<file path="config.mk">
export PLATFORM = sky130hd
export DESIGN_NAME = pc_gen
export DESIGN_NICKNAME = d
export VERILOG_FILES = /design/src/rtl/pc_pkg.sv /design/src/rtl/pc_align_chk.sv /design/src/rtl/pc_gen.sv
export SDC_FILE = /design/constraint.sdc
export NUM_CORES = 1
export LEC_CHECK = 0
export ABC_AREA = 1
export ABC_CLOCK_PERIOD_IN_PS = 1600
export BUFFER_PORTS_ARGS = -buffer_cell sky130_fd_sc_hd__buf_2
export CAP_MARGIN = 10
export CORE_MARGIN = 3
export CORE_UTILIZATION = 45
export DETAILED_ROUTE_END_ITERATION = 10
export PLACE_DENSITY = 0.76
export SLEW_MARGIN = 20
export SYNTH_ARGS = -nofsm -noshare
export SYNTH_HDL_FRONTEND = slang
export SYNTH_SLANG_ARGS = --single-unit
</file>
<file path="constraint.sdc">
create_clock -name clk -period 1.6 [get_ports clk]
set_input_delay 0.08 -clock clk [delete_from_list [all_inputs] [get_ports clk]]
set_output_delay 0.08 -clock clk [all_outputs]
set_load 0.01 [all_outputs]
</file>
<file path="src/rtl/pc_pkg.sv">
`timescale 1ns/1ps
`default_nettype none
// ============================================================================
//  Module   : pc_pkg
//  Purpose  : Shared types and constants for the program-counter generator.
//             Provides the BOOT/RUN/HALT state encoding, the two PC step
//             sizes and the default reset/trap vectors.
//  Revision : 1.0  initial release
// ============================================================================
package pc_pkg;

    // Controller state; explicit 2-bit width so the encoding is fixed.
    typedef enum logic [1:0] {
        ST_BOOT = 2'd0,
        ST_RUN  = 2'd1,
        ST_HALT = 2'd2
    } pc_state_e;

    // Sequential step for full-width and compressed instructions.
    localparam int unsigned INC_32 = 4;
    localparam int unsigned INC_16 = 2;

    // Default vectors used when the top is not overridden.
    localparam logic [31:0] DEF_RESET_VECTOR = 32'h0000_0000;
    localparam logic [31:0] DEF_TRAP_VECTOR  = 32'h0000_0100;

endpackage : pc_pkg
`default_nettype wire

</file>
<file path="src/rtl/pc_align_chk.sv">
`timescale 1ns/1ps
`default_nettype none
// ============================================================================
//  Module   : pc_align_chk
//  Purpose  : Combinational misalignment check for a redirect target.
//             Only the two low address bits matter; with PC_RVC_EN defined
//             halfword targets are legal, so only bit 0 is examined.
//  Config   : PC_RVC_EN (compressed-instruction support)
//  Revision : 1.0  initial release
// ============================================================================
module pc_align_chk (
    input  logic [1:0] i_addr_lo,
    output logic       o_misalign
);

    // Mask of low address bits that must be zero for a legal target.
`ifdef PC_RVC_EN
    localparam logic [1:0] c_align_mask = 2'b01;
`else
    localparam logic [1:0] c_align_mask = 2'b11;
`endif

    assign o_misalign = |(i_addr_lo & c_align_mask);

endmodule : pc_align_chk
`default_nettype wire

</file>
<file path="src/rtl/pc_gen.sv">
`timescale 1ns/1ps
`default_nettype none
// ============================================================================
//  Module   : pc_gen
//  Purpose  : Program-counter generator for the fetch stage. Holds the
//             architectural PC, selects trap / redirect / sequential next PC,
//             offers it to fetch over valid/ready, supports stall, halt and
//             resume, flags misaligned redirects and counts accepted fetches.
//  Config   : PC_RVC_EN adds instr_is_c (step of 2 for compressed
//             instructions) and relaxes the alignment check to bit 0.
//  Revision : 1.0  initial release
// ============================================================================
module pc_gen
    import pc_pkg::*;
#(
    parameter int unsigned     XLEN         = 32,
    parameter logic [XLEN-1:0] RESET_VECTOR = XLEN'(DEF_RESET_VECTOR),
    parameter logic [XLEN-1:0] TRAP_VECTOR  = XLEN'(DEF_TRAP_VECTOR),
    parameter int unsigned     CNT_W        = 32
) (
    input  logic             clk,
    input  logic             rst_n,
    input  logic             stall,
    input  logic             redirect_valid,
    input  logic [XLEN-1:0]  redirect_addr,
    input  logic             trap_valid,
    input  logic             halt_req,
    input  logic             resume_req,
    input  logic             fetch_ready,
`ifdef PC_RVC_EN
    input  logic             instr_is_c,
`endif
    output logic             fetch_valid,
    output logic [XLEN-1:0]  fetch_pc,
    output logic [XLEN-1:0]  pc_next_seq,
    output logic             misalign_err,
    output logic             halted,
    output logic [CNT_W-1:0] fetch_cnt
);

    pc_state_e         r_state;
    logic [XLEN-1:0]   r_pc;
    logic              r_valid;
    logic              r_err;
    logic              r_halted;
    logic [CNT_W-1:0]  r_cnt;

    logic [XLEN-1:0]   w_inc;
    logic [XLEN-1:0]   w_seq;
    logic              w_accept;
    logic              w_misalign;

    // Step size for the sequential path; compressed instructions advance by 2.
    always_comb begin
`ifdef PC_RVC_EN
        w_inc = instr_is_c ? XLEN'(INC_16) : XLEN'(INC_32);
`else
        w_inc = XLEN'(INC_32);
`endif
    end

    // Sum wraps naturally at 2^XLEN.
    assign w_seq    = r_pc + w_inc;
    assign w_accept = r_valid & fetch_ready & ~stall;

    pc_align_chk u_align_chk (
        .i_addr_lo  (redirect_addr[1:0]),
        .o_misalign (w_misalign)
    );

    // State, PC selection, fetch counter and registered status outputs.
    always_ff @(posedge clk or negedge rst_n) begin
        if (!rst_n) begin
            r_state  <= ST_BOOT;
            r_pc     <= RESET_VECTOR;
            r_valid  <= 1'b0;
            r_err    <= 1'b0;
            r_halted <= 1'b0;
            r_cnt    <= '0;
        end else begin
            r_err <= 1'b0;
            if (w_accept) begin
                r_cnt <= r_cnt + CNT_W'(1);
            end
            case (r_state)
                ST_BOOT: begin
                    // One bubble after reset, then start offering the reset vector.
                    r_state <= ST_RUN;
                    r_valid <= 1'b1;
                end
                ST_RUN: begin
                    if (trap_valid) begin
                        // Trap beats everything, including a same-cycle halt request.
                        r_pc <= TRAP_VECTOR;
                    end else begin
                        if (redirect_valid) begin
                            r_pc  <= w_misalign ? TRAP_VECTOR : redirect_addr;
                            r_err <= w_misalign;
                        end else if (w_accept) begin
                            r_pc <= w_seq;
                        end
                        if (halt_req) begin
                            r_state  <= ST_HALT;
                            r_valid  <= 1'b0;
                            r_halted <= 1'b1;
                        end
                    end
                end
                ST_HALT: begin
                    if (trap_valid) begin
                        r_pc     <= TRAP_VECTOR;
                        r_state  <= ST_RUN;
                        r_valid  <= 1'b1;
                        r_halted <= 1'b0;
                    end else begin
                        // Debugger PC write: taken verbatim, no state change.
                        if (redirect_valid) begin
                            r_pc <= redirect_addr;
                        end
                        if (resume_req && !halt_req) begin
                            r_state  <= ST_RUN;
                            r_valid  <= 1'b1;
                            r_halted <= 1'b0;
                        end
                    end
                end
                default: begin
                    r_state  <= ST_BOOT;
                    r_valid  <= 1'b0;
                    r_halted <= 1'b0;
                end
            endcase
        end
    end

    assign fetch_valid  = r_valid;
    assign fetch_pc     = r_pc;
    assign pc_next_seq  = w_seq;
    assign misalign_err = r_err;
    assign halted       = r_halted;
    assign fetch_cnt    = r_cnt;

endmodule : pc_gen
`default_nettype wire

</file>
==> results.tsv, run 1 <==
metric	value	unit
run status	finished with violations	
violated checks	negative setup slack	
fin crit period	1.99	ns
Vias per Instance	5.35	
number of top-level pins	139	
GP Congestion	0.921	
number of hold violations in the final report	0	
setup violation total in the final timing report	48	
die footprint	11400	sq um
area grow syn2layout	57.7	%
arrival time of the worst setup path	1.91	ns
Final Routed Wirelength	17800	um
final cell utilization of the core	0.731	
Main synth FF type	dfrtp_1	
number of global-route vias before repair	4940	
area of placed instances	5840	sq um
die outline width	107	um
worst rel slew slack	0.614	
proportion of synthesized flip-flops having asynchronous set or reset	1.00	
clock insertion delay at the later pin of the skew report	0.37	ns
Final Slew Violations	0	
Peak Freq	502	MHz
first-pass GRT wire length	22900	um
Synth Register Bits	68	
Overall Power	11.2	mW
Yosys warning total	0	
average cell area after synthesis	6.72	sq um
worst slew pin tran	0.580	ns
ratio of cells with drive above 1 in the final layout	0.436	
Startpoint Class	flop	
HPWL after detailed placement	10300	um
startpoint-to-endpoint class of the critical path	reg2out	
critical path endpoint category	output port	
via count	5660	
CTS tree	built	
port bufs	138	
root buffer selected by CTS	clkbuf_8	
Leak Pwr	3.79	nW
WP data required	1.52	ns
CTS buffer count	9	
cell row count	36	
deepest level of the CTS H-tree	3	
count of max-cap constraint violations	0	
number of enable flip-flop cells after synthesis	0	
post-route worst setup slack	-0.392	ns
DIE HEIGHT	107	um
final design instance area without fill	7180	sq um
count of mapped cells out of synthesis	677	
post-route fraction of the period consumed by the critical path	1.25	
pin count of the biggest net entering global routing	40	
number of buffers between clock root and the deepest sink	2	
first-iteration detailed-routing DRC count	398	
RSZ-0062 raised after global routing	true	
peak fanout along the critical path	3	
worst setup skew after layout	0.0191	ns
DRC violation count after routing	0	
overflow left after global routing	0	
net count after synthesis	723	
clock tree sinks	68	
antenna diode count	0	
final-stage net count	966	
initial antenna violation count	1	
router iterations before antenna repair	8	
global-route usage over all layers	0.252	
sequential share of the synthesized area	0.374	
class of the worst hold path	in2reg	
antenna-violating nets left	0	
Netlist cell types	34	
Netlist Area Pre-Place	4550	sq um
largest vdd supply drop	0.904	mV
pre-CTS setup slack	-0.0435	ns
Core Box Area	9820	sq um
PD cells	1560	nW/um^2
post-CTS clock slew at the launch and capture registers of the worst setup and hold paths	0.08	ns
average wire per cell in the routed design	16.9	um
starting utilization of the core area	0.463	
-- Yosys cell counts, types with 5 or more instances --
library cell | count | area, sq um
ha_1 | 6 | 75.1
nand4_1 | 13 | 81.3
nand2_1 | 295 | 1110
xnor2_1 | 5 | 43.8
nand3_1 | 26 | 130
nor3_1 | 12 | 60.1
o21ai_0 | 16 | 80.1
nand3b_1 | 6 | 45.0
nor2_2 | 14 | 87.6
nor2_4 | 7 | 78.8
dfrtp_1 | 68 | 1700
nor2_1 | 80 | 300
xor2_1 | 30 | 263
inv_1 | 58 | 218
-- state kept, by name (all words and copies together) (netlist names) --
name          flops
fetch_cnt        32
fetch_pc         32
r_state           2
halted            1
misalign_err      1
-- power by group --
| group | total, mW | switching, mW | internal [mW] |
|---|---|---|---|
| Combinational | 6.77 | 3.72 | 3.05 |
| Clock | 1.45 | 0.753 | 0.700 |
| Sequential | 2.94 | 0.672 | 2.27 |
| Total | 11.2 | 5.14 | 6.02 |
-- routing by layer --
layer / GRT usage / routed length (um)
met1: 0.304 / 6210
met4: 0.0849 / 842
met3: 0.0522 / 1640
met5: 0 / 7
met2: 0.447 / 9130
-- worst max-delay path, cell delays in order, from the launching register on --
cell and delay, ns:
dfrtp_1 0.46, ha_4 0.21, nand2_4 0.05, nor2_4 0.13, nand2_4 0.08, nor2_4 0.14
buf_12 0.14, xor2_2 0.17, buf_2 0.17
-- final cells by class --
| type | instances | area, sq um |
|---|---|---|
| fillers | 713 | 2640 |
| clock buffers | 12 | 165 |
| multi-input cells | 537 | 3120 |
| repair buffers | 244 | 1740 |
| well taps | 133 | 166 |
| flip-flops and latches | 68 | 1710 |
| clock inverters | 4 | 30.0 |
| inverters | 60 | 239 |
-- cells by family (layout without fill, tap and decap cells) --
family | after synthesis | in the layout | synth area share
simple gates | 465 | 465 | 0.436
buf+inv | 72 | 320 | 0.0646
flops | 68 | 68 | 0.374
xor+xnor | 36 | 36 | 0.0710
compound gates | 29 | 29 | 0.0355
fa+ha+maj | 6 | 6 | 0.0165
mux | 1 | 1 | 0.00248
-- repair_timing --
| item | CTS | global route |
|---|---|---|
| endpoints found under the hold margin | 20 | 1 |
| setup endpoints to repair | 36 | 74 |
| pin swaps | 14 | 53 |
| hold buffers | 3 | 1 |
| cloned | 0 | 3 |
| resized for setup | 47 | 137 |
| buffers inserted | 13 | 34 |
-- cell usage in the layout, fill, tap and decap left out, types with 4 or more instances in the layout --
cell type,netlist,layout
buf_12,0,5
buf_2,4,127
buf_4,3,79
buf_6,1,26
clkbuf_8,0,12
dfrtp_1,68,58
dfrtp_2,0,10
dlygate4sd3_1,0,4
inv_1,58,53
nand2_1,295,256
nand2_2,4,33
nand2_4,1,11
nand3_1,26,20
nand3_2,0,4
nand3b_1,6,6
nand4_1,13,13
nor2_1,80,53
nor2_2,14,19
nor2_4,7,29
nor3_1,12,8
o21ai_0,16,11
o21ai_2,0,5
xnor2_1,5,4
xor2_1,30,21
xor2_2,1,8
-- per-stage QoR --
step / std cells / TNS [ns] / hold WS (ns)
2_1_floorplan: 677 / 0 / -0.216
3_3_place_gp: 992 / -0.00555 / 0.0969
3_5_place_dp: 992 / -0.146 / 0.0982
4_1_cts: 1024 / -3.97 / 0.00418
5_1_grt: 1058 / -13.43 / 0.0217
6_report: 1058 / -9.91 / 0.00639
-- path summary, 6_finish.rpt --
check | slack (ns) | depth (start not counted) | from | end
setup / recovery | -0.39 | 8 | fetch_pc[3]$_DFFE_PN0P_ | pc_next_seq[18]
hold / removal | 0.006 | 3 | redirect_addr[1] | fetch_pc[1]$_DFFE_PN0P_
setup reg to reg | -0.23 | 11 | fetch_pc[3]$_DFFE_PN0P_ | fetch_pc[10]$_DFFE_PN0P_
hold reg to reg | 0.52 | 1 | halted$_DFFE_PN0P_ | halted$_DFFE_PN0P_
max in group asynchronous | 0.71 | 3 | rst_n | fetch_cnt[16]$_DFFE_PN0P_
min in group asynchronous | 0.25 | 2 | rst_n | fetch_pc[20]$_DFFE_PN0P_
No activity file was read; power rests on OpenSTA's default activity.
==> run 2: changes to the inputs <==
Settings changed: ABC_CLOCK_PERIOD_IN_PS 1600 to 1800, BUFFER_PORTS_ARGS -buffer_cell sky130_fd_sc_hd__buf_2 to -buffer_cell sky130_fd_sc_hd__buf_4, TNS_END_PERCENT set to 1.
Clock period 1.6 ns to 1.8 ns, I/O delays scaled along.
==> results.tsv, run 2 (synthesized netlist as in run 1, its figures left out) <==
metric	value	unit
number of fillers in the final layout	849	
global-route usage over all layers	0.254	
worst rel slew slack	0.730	
most frequent cells in the layout	283 x nand2_1, 174 x buf_4, 65 x nor2_1, 57 x inv_1, 52 x dfrtp_1	
min-delay src	redirect_addr[3]	
area grow syn2layout	43.3	%
peak fanout along the critical path	5	
port bufs	138	
startpoint-to-endpoint class of the critical path	reg2out	
internal power summed over all cells	5.22	mW
cell row count	36	
number of hold violations in the final report	0	
Hold WS	0.0168	ns
number of global-route vias before repair	4903	
critical path endpoint category	output port	
GP Congestion	0.899	
slowest cell on the critical path	dfrtp_2	
Gate power share	0.529	
antenna-violating nets left	0	
root buffer selected by CTS	clkbuf_8	
power share of the clock group	0.175	
area of placed instances	5840	sq um
most common library cell in the layout ignoring fill and taps	nand2_1	
post-route fraction of the period consumed by the critical path	1.06	
ratio of cells with drive above 1 in the final layout	0.330	
Final Routed Wirelength	14500	um
Startpoint Class	flop	
post-CTS clock slew at the launch and capture registers of the worst setup and hold paths	0.09	ns
worst setup skew after layout	0.0127	ns
Reg-to-Reg Start	fetch_cnt[0]$_DFFE_PN0P_	
number of cells in the design after placement	955	
initial antenna violation count	0	
Vias per Instance	5.03	
area of combinational cells with multiple inputs	2780	sq um
switching component of the power	3.94	mW
sw frac	0.431	
Peak Freq	522	MHz
starting utilization of the core area	0.463	
worst slew pin tran	0.401	ns
first-iteration detailed-routing DRC count	325	
PD cells	1410	nW/um^2
CTS buffer count	9	
class of the worst hold path	in2reg	
final cell count without fillers	994	
die outline width	107	um
CTS tree	built	
final design instance area without fill	6520	sq um
run status	finished with violations	
DIE HEIGHT	107	um
via count	4995	
clock insertion delay at the later pin of the skew report	0.35	ns
Leak Pwr	3.36	nW
fin crit period	1.91	ns
HPWL after detailed placement	10600	um
number of buffers between clock root and the deepest sink	2	
final-stage net count	902	
pin count of the biggest net entering global routing	42	
clock tree sinks	68	
WP data required	1.71	ns
cell family contributing the most delay on the critical path	simple AND/OR/NAND/NOR gates	
DRC violation count after routing	0	
setup violation total in the final timing report	15	
overflow left after global routing	0	
post-route worst setup slack	-0.114	ns
router iterations before antenna repair	5	
worst path buffer plus inverter count	1	
Core Box Area	9820	sq um
average wire per cell in the routed design	14.6	um
die footprint	11400	sq um
Final Slew Violations	0	
largest vdd supply drop	0.651	mV
area taken by flip-flops and latches	1720	sq um
number of top-level pins	139	
delay of the slowest cell on the worst path	0.43	ns
first-pass GRT wire length	23200	um
arrival time of the worst setup path	1.82	ns
Worst Setup SP	fetch_pc[12]$_DFFE_PN0P_	
part of the power in registers	0.296	
most frequent CP cell	nand2_1	
violated checks	negative setup slack	
antenna diode count	0	
crit-path cells	nand2_1, nor2_1, nand2_1, nor2_4, nand2_1, nand2_1, nand2_1, buf_4	
RSZ-0062 raised after global routing	true	
count of max-cap constraint violations	0	
deepest level of the CTS H-tree	3	
==> run 2: metrics by stage <==
step	total power [mW]	setup TNS, ns	utilization	setup slack (ns)
after CTS	8.88	-0.861	0.646	-0.0984
after global routing	9.78	-2.87	0.664	-0.199
after floorplan	4.85	0	-	0.0435
final	9.16	-0.949	0.664	-0.114
after detailed placement	6.99	0	0.595	0.0222
after global placement	6.87	0	0.595	0.0878
==> run 2: layer usage <==
layer / up-vias / GRT usage / share of wire
met5: - / 0 / 0
met4: 0 / 0.0731 / 0.017
met3: 23 / 0.0468 / 0.072
met2: 195 / 0.461 / 0.51
met1: 2326 / 0.308 / 0.40
li1: 2451 / - / -
==> run 2: power groups by stage <==
stage / Clock [mW] / Combinational [mW] / Sequential, mW
after floorplan: 0 / 2.08 / 2.77
after global placement: 0 / 4.21 / 2.66
after detailed placement: 0 / 4.31 / 2.68
after CTS: 1.62 / 4.60 / 2.66
after global routing: 1.70 / 5.31 / 2.78
final: 1.60 / 4.85 / 2.71
==> run 2: final timing paths <==
check / endpoint / slack [ns] / depth (start not counted)
max: pc_next_seq[24] / -0.11 / 8
min reg2reg: fetch_cnt[23]$_DFFE_PN0P_ / 0.53 / 1
min in group asynchronous: fetch_pc[9]$_DFFE_PN0P_ / 0.21 / 2
max in group asynchronous: fetch_cnt[2]$_DFFE_PN0P_ / 1.01 / 3
max reg2reg: fetch_cnt[26]$_DFFE_PN0P_ / 0.11 / 10
min: fetch_pc[3]$_DFFE_PN0P_ / 0.02 / 3
==> run 2: area by class of cell <==
cell class	instances	share of cell area
clock buffer	10	0.0211
clock inverter	6	0.0171
inverter	60	0.0349
multi-input combinational	537	0.426
sequential	68	0.264
tap	133	0.0255
timing repair buffer	180	0.212
==> run 2: tightest hold or removal path, delay by kind of cell <==
family	cells	cell delay (ns)
AOI/OAI and AO/OA	2	0.17
buffers and inverters	1	0.08
==> run 2: timing repair <==
| action | CTS | global route |
|---|---|---|
| setup buffers | 13 | 7 |
| endpoints found under the setup margin | 24 | 58 |
| hold buffers | 3 | 0 |
| resized for setup | 35 | 43 |
| hold endpoints to repair | 29 | 0 |
| pin swaps | 11 | 12 |
| gates cloned | 0 | 0 |
